File: config.mk
export PLATFORM = sky130hd
export DESIGN_NAME = litex_plic
export DESIGN_NICKNAME = d
export VERILOG_FILES = /design/src/rtl/litex_plic_pkg.sv /design/src/rtl/litex_plic_target.sv /design/src/rtl/litex_plic.sv
export SDC_FILE = /design/constraint.sdc
export NUM_CORES = 1
export LEC_CHECK = 0
export CORE_UTILIZATION = 58
export CTS_BUF_LIST = sky130_fd_sc_hd__clkbuf_2
export DETAILED_ROUTE_END_ITERATION = 16
export DONT_BUFFER_PORTS = 1
export HOLD_SLACK_MARGIN = 0.15
export PLACE_DENSITY = 0.81
export SLEW_MARGIN = 10
export SYNTH_ARGS = -nofsm -noshare
export SYNTH_HDL_FRONTEND = slang
export SYNTH_SLANG_ARGS = --single-unit
File: constraint.sdc
create_clock -name clk_i -period 28.2 [get_ports clk_i]
set_input_delay 4.23 -clock clk_i [delete_from_list [all_inputs] [get_ports clk_i]]
set_output_delay 4.23 -clock clk_i [all_outputs]
set_load 0.03 [all_outputs]
File: src/rtl/litex_plic_pkg.sv
// plic_types: shared word offsets, context encoding and field types for litex_plic.
// Default geometry (16 sources, 3-bit priority) matches the litex_plic parameter defaults.
package plic_types;

    localparam int unsigned PLIC_NUM_SOURCES = 16;
    localparam int unsigned PLIC_PRIO_W      = 3;

    // Word offsets within the 256-word register window (wb_adr[7:0])
    localparam logic [7:0] PRIO_BASE   = 8'h00;
    localparam logic [7:0] PENDING_OFF = 8'h20;
    localparam logic [7:0] ENABLE_OFF  = 8'h40;
    localparam logic [7:0] CTX_OFF     = 8'h80;

    typedef enum logic {
        CTX_M = 1'b0,
        CTX_S = 1'b1
    } ctx_t;

    typedef logic [PLIC_PRIO_W-1:0]               prio_t;
    typedef logic [$clog2(PLIC_NUM_SOURCES)-1:0] id_t;

    // Per-context words are interleaved: threshold at CTX_OFF+2c, claim/complete at CTX_OFF+2c+1
    function automatic logic [7:0] ctx_word(input ctx_t ctx, input logic claim);
        return CTX_OFF + {6'd0, ctx, claim};
    endfunction

endpackage

File: src/rtl/litex_plic_target.sv
// plic_target: per-context arbiter. Picks the highest-priority pending, enabled source whose
// priority exceeds the threshold (ties go to the lowest ID) and registers the winner and irq.
// Ports:
//   clk_i, rst_ni  clock, async active-low reset
//   pending_i      pending bits per source (bit 0 ignored)
//   enable_i       enable bits for this context (bit 0 ignored)
//   prio_i         flattened priorities, source i at [i*PRIO_W +: PRIO_W]
//   threshold_i    context threshold
//   best_id_o      registered winning source ID, 0 when none
//   irq_o          registered interrupt request
module plic_target #(
    parameter int unsigned NUM_SOURCES = 16,
    parameter int unsigned PRIO_W      = 3
) (
    input  logic                           clk_i,
    input  logic                           rst_ni,
    input  logic [NUM_SOURCES-1:0]         pending_i,
    input  logic [NUM_SOURCES-1:0]         enable_i,
    input  logic [NUM_SOURCES*PRIO_W-1:0]  prio_i,
    input  logic [PRIO_W-1:0]              threshold_i,
    output logic [$clog2(NUM_SOURCES)-1:0] best_id_o,
    output logic                           irq_o
);

    localparam int unsigned IdW = $clog2(NUM_SOURCES);

    logic [IdW-1:0]    best_id_d, best_id_q;
    logic [PRIO_W-1:0] best_prio;
    logic              irq_q;

    // Seeding best_prio with the threshold makes "prio > threshold" and "beats current best"
    // the same strict comparison; strictness also yields the lowest-ID tie break.
    always_comb begin
        best_prio = threshold_i;
        best_id_d = '0;
        for (int i = 1; i < NUM_SOURCES; i++) begin
            if (pending_i[i] && enable_i[i] && (prio_i[i*PRIO_W +: PRIO_W] > best_prio)) begin
                best_prio = prio_i[i*PRIO_W +: PRIO_W];
                best_id_d = IdW'(i);
            end
        end
    end

    always_ff @(posedge clk_i or negedge rst_ni) begin
        if (!rst_ni) begin
            best_id_q <= '0;
            irq_q     <= 1'b0;
        end else begin
            best_id_q <= best_id_d;
            irq_q     <= (best_id_d != '0);
        end
    end

    assign best_id_o = best_id_q;
    assign irq_o     = irq_q;

    // Source 0 is reserved and never arbitrated
    logic unused_src0;
    assign unused_src0 = ^{pending_i[0], enable_i[0], prio_i[PRIO_W-1:0]};

endmodule

File: src/rtl/litex_plic.sv
// litex_plic: platform-level interrupt controller with a Wishbone classic slave.
// Context 0 (M-mode) drives m_irq_o, context 1 (S-mode) drives s_irq_o.
// Optional macro PLIC_SRC_SYNC_EN: when defined, src_i passes through a 2-flop synchronizer
// (gateway latency +2 cycles); when undefined, src_i must be synchronous to clk_i.
// Ports:
//   clk_i, rst_ni        clock, async active-low reset
//   src_i                level interrupt lines (bit 0 ignored)
//   wb_adr_i..wb_we_i    Wishbone classic slave inputs (only wb_adr_i[7:0] decoded)
//   wb_dat_r_o, wb_ack_o registered read data / single-cycle ack; wb_err_o tied 0
//   m_irq_o, s_irq_o     per-context interrupt requests
module litex_plic
    import plic_types::*;
#(
    parameter int unsigned NUM_SOURCES = 16,
    parameter int unsigned PRIO_W      = 3
) (
    input  logic                   clk_i,
    input  logic                   rst_ni,
    input  logic [NUM_SOURCES-1:0] src_i,
    input  logic [29:0]            wb_adr_i,
    input  logic [31:0]            wb_dat_w_i,
    input  logic [3:0]             wb_sel_i,
    input  logic                   wb_cyc_i,
    input  logic                   wb_stb_i,
    input  logic                   wb_we_i,
    output logic [31:0]            wb_dat_r_o,
    output logic                   wb_ack_o,
    output logic                   wb_err_o,
    output logic                   m_irq_o,
    output logic                   s_irq_o
);

    localparam int unsigned IdW = $clog2(NUM_SOURCES);

    logic [NUM_SOURCES-1:0] src_s;

`ifdef PLIC_SRC_SYNC_EN
    logic [NUM_SOURCES-1:0] sync1_q, sync2_q;
    always_ff @(posedge clk_i or negedge rst_ni) begin
        if (!rst_ni) begin
            sync1_q <= '0;
            sync2_q <= '0;
        end else begin
            sync1_q <= src_i;
            sync2_q <= sync1_q;
        end
    end
    assign src_s = sync2_q;
`else
    assign src_s = src_i;
`endif

    logic [NUM_SOURCES*PRIO_W-1:0] prio_d, prio_q;
    logic [NUM_SOURCES-1:0]        pending_d, pending_q, in_flight_d, in_flight_q;
    logic [NUM_SOURCES-1:0]        en_m_d, en_m_q, en_s_d, en_s_q;
    logic [PRIO_W-1:0]             thr_m_d, thr_m_q, thr_s_d, thr_s_q;
    logic                          ack_q;
    logic [31:0]                   dat_r_d, dat_r_q, rdata;
    logic [IdW-1:0]                best_m, best_s;

    logic [7:0] adr;
    logic       req, wr, rd, claim_m, claim_s, complete;

    assign adr      = wb_adr_i[7:0];
    // Side effects happen on the edge that raises ack; the ~ack_q term stops a second hit
    assign req      = wb_cyc_i & wb_stb_i & ~ack_q;
    assign wr       = req & wb_we_i & (wb_sel_i == 4'hF);
    assign rd       = req & ~wb_we_i;
    assign claim_m  = rd & (adr == ctx_word(CTX_M, 1'b1));
    assign claim_s  = rd & (adr == ctx_word(CTX_S, 1'b1));
    assign complete = wr & ((adr == ctx_word(CTX_M, 1'b1)) | (adr == ctx_word(CTX_S, 1'b1)));

    always_comb begin
        rdata = '0;
        for (int i = 1; i < NUM_SOURCES; i++) begin
            if (adr == PRIO_BASE + 8'(i)) rdata[PRIO_W-1:0] = prio_q[i*PRIO_W +: PRIO_W];
        end
        case (adr)
            PENDING_OFF:              rdata[NUM_SOURCES-1:0] = pending_q;
            ENABLE_OFF:               rdata[NUM_SOURCES-1:0] = en_m_q;
            ENABLE_OFF + 8'd1:        rdata[NUM_SOURCES-1:0] = en_s_q;
            ctx_word(CTX_M, 1'b0):    rdata[PRIO_W-1:0]      = thr_m_q;
            ctx_word(CTX_M, 1'b1):    rdata[IdW-1:0]         = best_m;
            ctx_word(CTX_S, 1'b0):    rdata[PRIO_W-1:0]      = thr_s_q;
            ctx_word(CTX_S, 1'b1):    rdata[IdW-1:0]         = best_s;
            default: ;
        endcase
    end

    always_comb begin
        prio_d      = prio_q;
        en_m_d      = en_m_q;
        en_s_d      = en_s_q;
        thr_m_d     = thr_m_q;
        thr_s_d     = thr_s_q;
        in_flight_d = in_flight_q;
        dat_r_d     = rd ? rdata : 32'd0;

        // Gateway: a high line pends unless the source is already pending or being serviced
        pending_d    = pending_q | (src_s & ~in_flight_q);
        pending_d[0] = 1'b0;

        if (wr) begin
            case (adr)
                ENABLE_OFF:            en_m_d  = wb_dat_w_i[NUM_SOURCES-1:0] & ~NUM_SOURCES'(1);
                ENABLE_OFF + 8'd1:     en_s_d  = wb_dat_w_i[NUM_SOURCES-1:0] & ~NUM_SOURCES'(1);
                ctx_word(CTX_M, 1'b0): thr_m_d = wb_dat_w_i[PRIO_W-1:0];
                ctx_word(CTX_S, 1'b0): thr_s_d = wb_dat_w_i[PRIO_W-1:0];
                default: ;
            endcase
        end

        for (int i = 1; i < NUM_SOURCES; i++) begin
            if (wr && adr == PRIO_BASE + 8'(i)) prio_d[i*PRIO_W +: PRIO_W] = wb_dat_w_i[PRIO_W-1:0];
            // Claim overrides the gateway set in the same cycle
            if ((claim_m && best_m == IdW'(i)) || (claim_s && best_s == IdW'(i))) begin
                pending_d[i]   = 1'b0;
                in_flight_d[i] = 1'b1;
            end
            // Out-of-range IDs match no i and fall through harmlessly
            if (complete && wb_dat_w_i == 32'(i)) in_flight_d[i] = 1'b0;
        end
    end

    always_ff @(posedge clk_i or negedge rst_ni) begin
        if (!rst_ni) begin
            prio_q      <= '0;
            pending_q   <= '0;
            in_flight_q <= '0;
            en_m_q      <= '0;
            en_s_q      <= '0;
            thr_m_q     <= '0;
            thr_s_q     <= '0;
            ack_q       <= 1'b0;
            dat_r_q     <= '0;
        end else begin
            prio_q      <= prio_d;
            pending_q   <= pending_d;
            in_flight_q <= in_flight_d;
            en_m_q      <= en_m_d;
            en_s_q      <= en_s_d;
            thr_m_q     <= thr_m_d;
            thr_s_q     <= thr_s_d;
            ack_q       <= req;
            dat_r_q     <= dat_r_d;
        end
    end

    plic_target #(
        .NUM_SOURCES(NUM_SOURCES),
        .PRIO_W     (PRIO_W)
    ) u_target_m (
        .clk_i      (clk_i),
        .rst_ni     (rst_ni),
        .pending_i  (pending_q),
        .enable_i   (en_m_q),
        .prio_i     (prio_q),
        .threshold_i(thr_m_q),
        .best_id_o  (best_m),
        .irq_o      (m_irq_o)
    );

    plic_target #(
        .NUM_SOURCES(NUM_SOURCES),
        .PRIO_W     (PRIO_W)
    ) u_target_s (
        .clk_i      (clk_i),
        .rst_ni     (rst_ni),
        .pending_i  (pending_q),
        .enable_i   (en_s_q),
        .prio_i     (prio_q),
        .threshold_i(thr_s_q),
        .best_id_o  (best_s),
        .irq_o      (s_irq_o)
    );

    assign wb_dat_r_o = dat_r_q;
    assign wb_ack_o   = ack_q;
    assign wb_err_o   = 1'b0;

    logic unused_adr;
    assign unused_adr = ^wb_adr_i[29:8];

endmodule

==> impl_metrics.tcl, run 1 <==
set metrics [dict create \
    status "finished, final reports clean" \
    drt_first_iter_violations 1220 \
    fin_skew_ns 0.0340 \
    clock_root_buffer "clkbuf_2" \
    drt_wl_total_mm 31.6 \
    ioPinCount 123 \
    path_common_cell "nor2_1" \
    final_core_util_pct 61.3 \
    antenna_found_initial 1 \
    ys_dominant_reg_cell "dfrtp_1" \
    grt_setup_unrepaired "no" \
    grt_overflow_total 0 \
    worst_path_max_delay_cell "or4_1" \
    grt_util_all_layers_pct 35.7 \
    hold_viol 0 \
    timing.max_slew.rel_slack_pct 28.4 \
    detail_route.first_pass.iterations 8 \
    grt_pass1_wl_mm 49.3 \
    floorplan.initialDensity_pct 59.2 \
    floorplan.die.width_um 135 \
    synthToLayoutAreaGrowth_pct 3.60 \
    finalMaxSlewViolations 0 \
    cts_inserted_buffers 17 \
    first_global_vias 9096 \
    postCtsResizedCells 0 \
    most-common-layout-cells "dfrtp_1, nand2_1, nor2_1" \
    via_count 9776 \
    cts_setup_buffers 0 \
    critPathArrivalTime_ns 23.28 \
    critPathMaxFanout 6 \
    most_frequent_standard_cell_in_the_layout_excluding_fill_and_tap_cells "dfrtp_1" \
    netlist-cell-type-count 91 \
    die_outline_area_um2 18100 \
    fillCellCount 1474 \
    max_stage_delay_ns 0.58 \
    worst_ep_required_time_ns 28.88 \
    fin_crit_sh_pct 80.2 \
    number_of_design_rule_violations_left_after_detail_routing 0 \
    critical_path_start_type "flop" \
    worstPathBufferInverterCount 4 \
    layout.nets 1300 \
    clock_tree.htree_level_count 4 \
    grt_max_degree 139 \
    fin_tns_setup_ns 0 \
    numClockSinks 138 \
    cts-hold-fix-buffers 0 \
    clock_latency_late_sink_ns 0.79 \
    finalCriticalPeriod_ns 22.60 \
    drtAntennaViolNets 0 \
    gp_routability_congestion 0.994 \
    rows 48 \
    port-buffer-count 0 \
    vdd.ir_drop.worst_mv 0.0411 \
    multi_input_area_um2 6310 \
    yosys_warnings 0 \
    cts_tree "yes" \
    post_synth.cell_area_avg_um2 8.54 \
    worst_hold_path_type "flop to flop" \
    clk_pin_slew_worst_paths_ns 0.26 \
    dp.final_hpwl_mm 23.7 \
    cellPowerDensity_nw_per_um2 32.4 \
    core_area_um2 17200 \
    setup_violations 0 \
    number_of_storage_elements_in_the_synthesis_netlist 138 \
    register_area_um2 3450 \
    route.detailed.wl_per_inst_um 22.4 \
    max_cap_violations 0 \
    critical-path-top-delay-family "compound AO/OA/AOI/OAI gates" \
    drive_gt1_share_pct 11.7 \
    timing.fmax_mhz 44.2 \
    netlist_instances 1195 \
    power_leakage_nw 4.64 \
    synth_async_sr_flop_share_pct 100 \
    edff_count_synth 0 \
    fin_hold_ws_ns 0.540 \
    critical_setup_path_kind "flop to flop" \
    max-clock-path-buffers 2 \
    yosysSeqAreaShare_pct 33.8 \
    worst_setup_path_end_kind "flop" \
    via_per_inst 6.93 \
    worst_slew_pin_slew_ns 1.07 \
    die_height_um 135 \
    synthesis.area_um2 10200 \
]
[cells by family (layout without fill, tap and decap cells)]
| family | count (synthesis) | after routing | share of synthesized area (%) |
|---|---|---|---|
| flip-flops | 138 | 138 | 33.8 |
| AND/OR/NAND/NOR | 460 | 460 | 21.6 |
| multiplexers | 71 | 71 | 8.34 |
| buffers and inverters | 120 | 93 | 5.06 |
| AO/OA/AOI/OAI | 356 | 356 | 25.3 |
| other | 1 | 18 | 0.0367 |
| adder cells (fa/ha/maj) | 49 | 49 | 5.84 |
[registers in the layout (all words and copies together) (netlist names)]
| register | cells |
|---|---|
| en_s_q | 15 |
| u_target_s.best_id_o | 4 |
| u_target_m.best_id_o | 4 |
| u_target_s.irq_o | 1 |
| thr_m_q | 3 |
| thr_s_q | 3 |
| prio_q | 45 |
| wb_dat_r_o | 16 |
| in_flight_q | 15 |
| pending_q | 15 |
| u_target_m.irq_o | 1 |
| en_m_q | 15 |
| wb_ack_o | 1 |
[Yosys cell counts (all sizes together) (20+ instances only)]
cell | instances | area (um2)
a21oi | 56 | 284
a22oi | 34 | 255
and3 | 26 | 163
buf | 20 | 141
clkbuf | 43 | 161
dfrtp | 138 | 3450
ha | 42 | 526
inv | 57 | 214
mux2 | 64 | 743
nand2 | 136 | 510
nand3 | 53 | 265
nor2 | 113 | 424
nor3 | 37 | 190
o21ai | 68 | 340
[path summary, 6_finish.rpt]
check	start	end	slack [ns]	cells after the start
min in group asynchronous	rst_ni	in_flight_q[1]	3.10	0
max reg2reg	thr_m_q[2]	u_target_m.irq_o	5.60	99
max	thr_m_q[2]	u_target_m.irq_o	5.60	99
min reg2reg	in_flight_q[8]	in_flight_q[8]	0.54	1
min	in_flight_q[8]	in_flight_q[8]	0.54	1
max in group asynchronous	rst_ni	en_m_q[11]	24.89	0
[final cells by class]
class	count	area share (%)
Tap cell	225	2.66
Inverter	57	2.02
Timing Repair Buffer	4	0.284
Multi-Input combinational cell	953	59.7
Clock buffer	17	0.805
Clock inverter	15	1.88
Antenna cell	1	0.0237
Sequential cell	138	32.7
[worst register-to-register path, delay by kind of cell (launching register included)]
kind | cells | cell delay (ns)
AO/OA/AOI/OAI | 36 | 8.72
flip-flops | 1 | 0.55
AND/OR/NAND/NOR | 35 | 5.70
multiplexers | 7 | 2.47
adder cells (fa/ha/maj) | 17 | 4.78
buffers and inverters | 4 | 0.33
[power breakdown]
group	internal (W)	switching, W
Sequential	0.000199	0.000000637
Combinational	0.00000253	0.00000707
Clock	0.0000393	0.0000943
[through the flow]
stage	instance area (um2)	cells	worst slack, ns	power (W)
detailed placement	10300	1377	6.08	0.000212
CTS	10600	1409	5.99	0.000344
finish	10600	1410	5.60	0.000343
global route	10600	1410	4.01	0.000352
floorplan	10300	1211	8.85	0.000213
global placement	10300	1377	6.59	0.000212
[metal layers]
layer / global-route usage (%) / share of wire [%] / vias up
li1: - / - / 4414
met1: 46.5 / 40 / 4642
met2: 56.1 / 46 / 612
met3: 7.77 / 10 / 108
met4: 18.0 / 4.3 / 0
met5: 0 / 0 / -
Power figures use the tool's default switching activity.
==> run 2: changes to the inputs <==
clock period = 20.8 ns   (was 28.2 ns; I/O delays follow)
==> run 2 against run 1 <==
Net effect:
- largest power group unchanged
- wire length is 4.6% higher
- design area is 3.3% higher
- highest routed layer unchanged
- non-clock buffer count is 21 higher
- global-route usage is 0.91 points higher
- clock skew is 0.0036 ns higher
==> impl_metrics.tcl, run 2 (synthesis results as in run 1) <==
set metrics [dict create \
    status "finished, final reports clean" \
    post_dp_cell_area_um2 10400 \
    worst_ep_required_time_ns 21.48 \
    worst_slew_pin_slew_ns 1.12 \
    most_frequent_standard_cell_in_the_layout_excluding_fill_and_tap_cells "dfrtp_1" \
    timing.fmax_mhz 49.9 \
    worst_hold_path_type "flop to flop" \
    clock_root_buffer "clkbuf_2" \
    max-clock-path-buffers 2 \
    p_int_w 0.000321 \
    gp_routability_congestion 0.956 \
    grt_max_degree 139 \
    setup_slack_ns 0.772 \
    max_cap_violations 0 \
    hold_viol 0 \
    antennaDiodeCount 0 \
    grt_pass1_wl_mm 50.5 \
    drt_wl_total_mm 33.1 \
    setup_violations 0 \
    worst_path_max_delay_cell "or4_4" \
    most_flops_register "prio_q" \
    drive_gt1_share_pct 16.5 \
    via_count 9939 \
    numClockSinks 138 \
    critical_setup_path_kind "flop to flop" \
    drt_first_iter_violations 1088 \
    most-common-layout-cells "dfrtp_1, nand2_1, nor2_1" \
    drtAntennaViolNets 0 \
    detail_route.first_pass.iterations 6 \
    clock_tree.htree_level_count 4 \
    timing.max_slew.rel_slack_pct 24.4 \
    port-buffer-count 0 \
    largest_register_ff_count 45 \
    worst_setup_path_end_kind "flop" \
    antenna_found_initial 0 \
    switching_share_pct 28.8 \
    finalCriticalPeriod_ns 20.03 \
    die_outline_area_um2 18100 \
    path_common_cell "ha_1" \
    vdd.ir_drop.worst_mv 0.0462 \
    layout.nets 1321 \
    route.detailed.wl_per_inst_um 23.1 \
    via_per_inst 6.95 \
    cellPowerDensity_nw_per_um2 41.3 \
    place_worst_setup_slack_ns -0.0128 \
    die_height_um 135 \
    max_stage_delay_ns 0.56 \
    fin_skew_ns 0.0376 \
    dp.final_hpwl_mm 24.4 \
    rows 48 \
    ioPinCount 123 \
    cts_inserted_buffers 17 \
    seq_power_share_pct 59.9 \
    power.net_switching_w 0.000130 \
    synthToLayoutAreaGrowth_pct 7.04 \
    floorplan.initialDensity_pct 59.2 \
    core_area_um2 17200 \
    floorplan.die.width_um 135 \
    clock_power_share_pct 37.0 \
    critical_path_start_type "flop" \
    critPathArrivalTime_ns 20.71 \
    fin_crit_sh_pct 96.3 \
    power_frac_comb_pct 3.0 \
    post_route_design_area_um2 10900 \
    clk_pin_slew_worst_paths_ns 0.24 \
    critPathMaxFanout 6 \
    clock_latency_late_sink_ns 0.78 \
    grt_overflow_total 0 \
    number_of_design_rule_violations_left_after_detail_routing 0 \
    power_leakage_nw 4.75 \
    grt_util_all_layers_pct 36.6 \
    cts_tree "yes" \
    finalMaxSlewViolations 0 \
    first_global_vias 9325 \
]
==> run 2: power groups by stage <==
| stage | combinational, W | clock (W) | sequential, W |
|---|---|---|---|
| after global placement | 0.0000126 | 0 | 0.000275 |
| after floorplan | 0.0000148 | 0 | 0.000274 |
| after global routing | 0.0000145 | 0.000177 | 0.000270 |
| after detailed placement | 0.0000129 | 0 | 0.000275 |
| final | 0.0000137 | 0.000167 | 0.000270 |
| after CTS | 0.0000130 | 0.000167 | 0.000270 |
==> run 2: final cells by class <==
cell class	count	area [um2]
clock buffers	17	85.1
clock inverters	15	151
fillers	1446	6310
inverters	57	214
multi-input cells	953	6550
flip-flops and latches	138	3460
well taps	225	282
repair buffers	25	188
==> run 2: layer usage <==
layer	vias to the layer above	global-route usage [%]	wire length, um
met5	-	0	0
met4	0	17.8	1710
met3	129	7.13	3080
met2	594	58.2	15100
met1	4766	47.9	13200
li1	4450	-	-
==> run 2: metrics by stage <==
stage	power [W]	setup TNS [ns]	hold WS (ns)	std cells	utilization, %
2_1_floorplan	0.000289	0	0.470	1211	-
6_report	0.000451	0	0.536	1430	63.4
4_1_cts	0.000450	0	0.541	1425	61.9
5_1_grt	0.000462	-0.686	0.553	1430	63.4
3_3_place_gp	0.000287	0	0.480	1393	60.4
3_5_place_dp	0.000287	-0.0128	0.492	1393	60.4
==> run 2: path summary, 6_finish.rpt <==
kind	depth (start not counted)	slack (ns)	start	endpoint
setup / recovery	99	0.77	thr_m_q[2]	u_target_m.irq_o
hold / removal	1	0.54	in_flight_q[12]	in_flight_q[12]
setup reg to reg	99	0.77	thr_m_q[2]	u_target_m.irq_o
hold reg to reg	1	0.54	in_flight_q[12]	in_flight_q[12]
max in group asynchronous	0	18.54	rst_ni	prio_q[18]
min in group asynchronous	0	2.00	rst_ni	pending_q[1]
==> run 2: timing repair <==
action                                  in CTS  in global routing
endpoints found under the setup margin       2                 10
hold buffers                                 0                  0
resized for setup                            3                 51
setup buffers                                0                  5
pin swaps                                    0                 14
==> run 2: critical path: cells and delay by family, from the launching register on <==
family                   cells  cell delay (ns)
AO/OA/AOI/OAI               37             7.27
adder cells (fa/ha/maj)     17             4.96
AND/OR/NAND/NOR             34             4.69
multiplexers                 7             2.30
flip-flops                   1             0.48
buffers and inverters        4             0.28
==> run 3: changes to the inputs <==
ABC_CLOCK_PERIOD_IN_PS = 20800   (was not set)
==> results of run 3 <==
The final DEF is identical to that of run 2; final timing and power are the same.
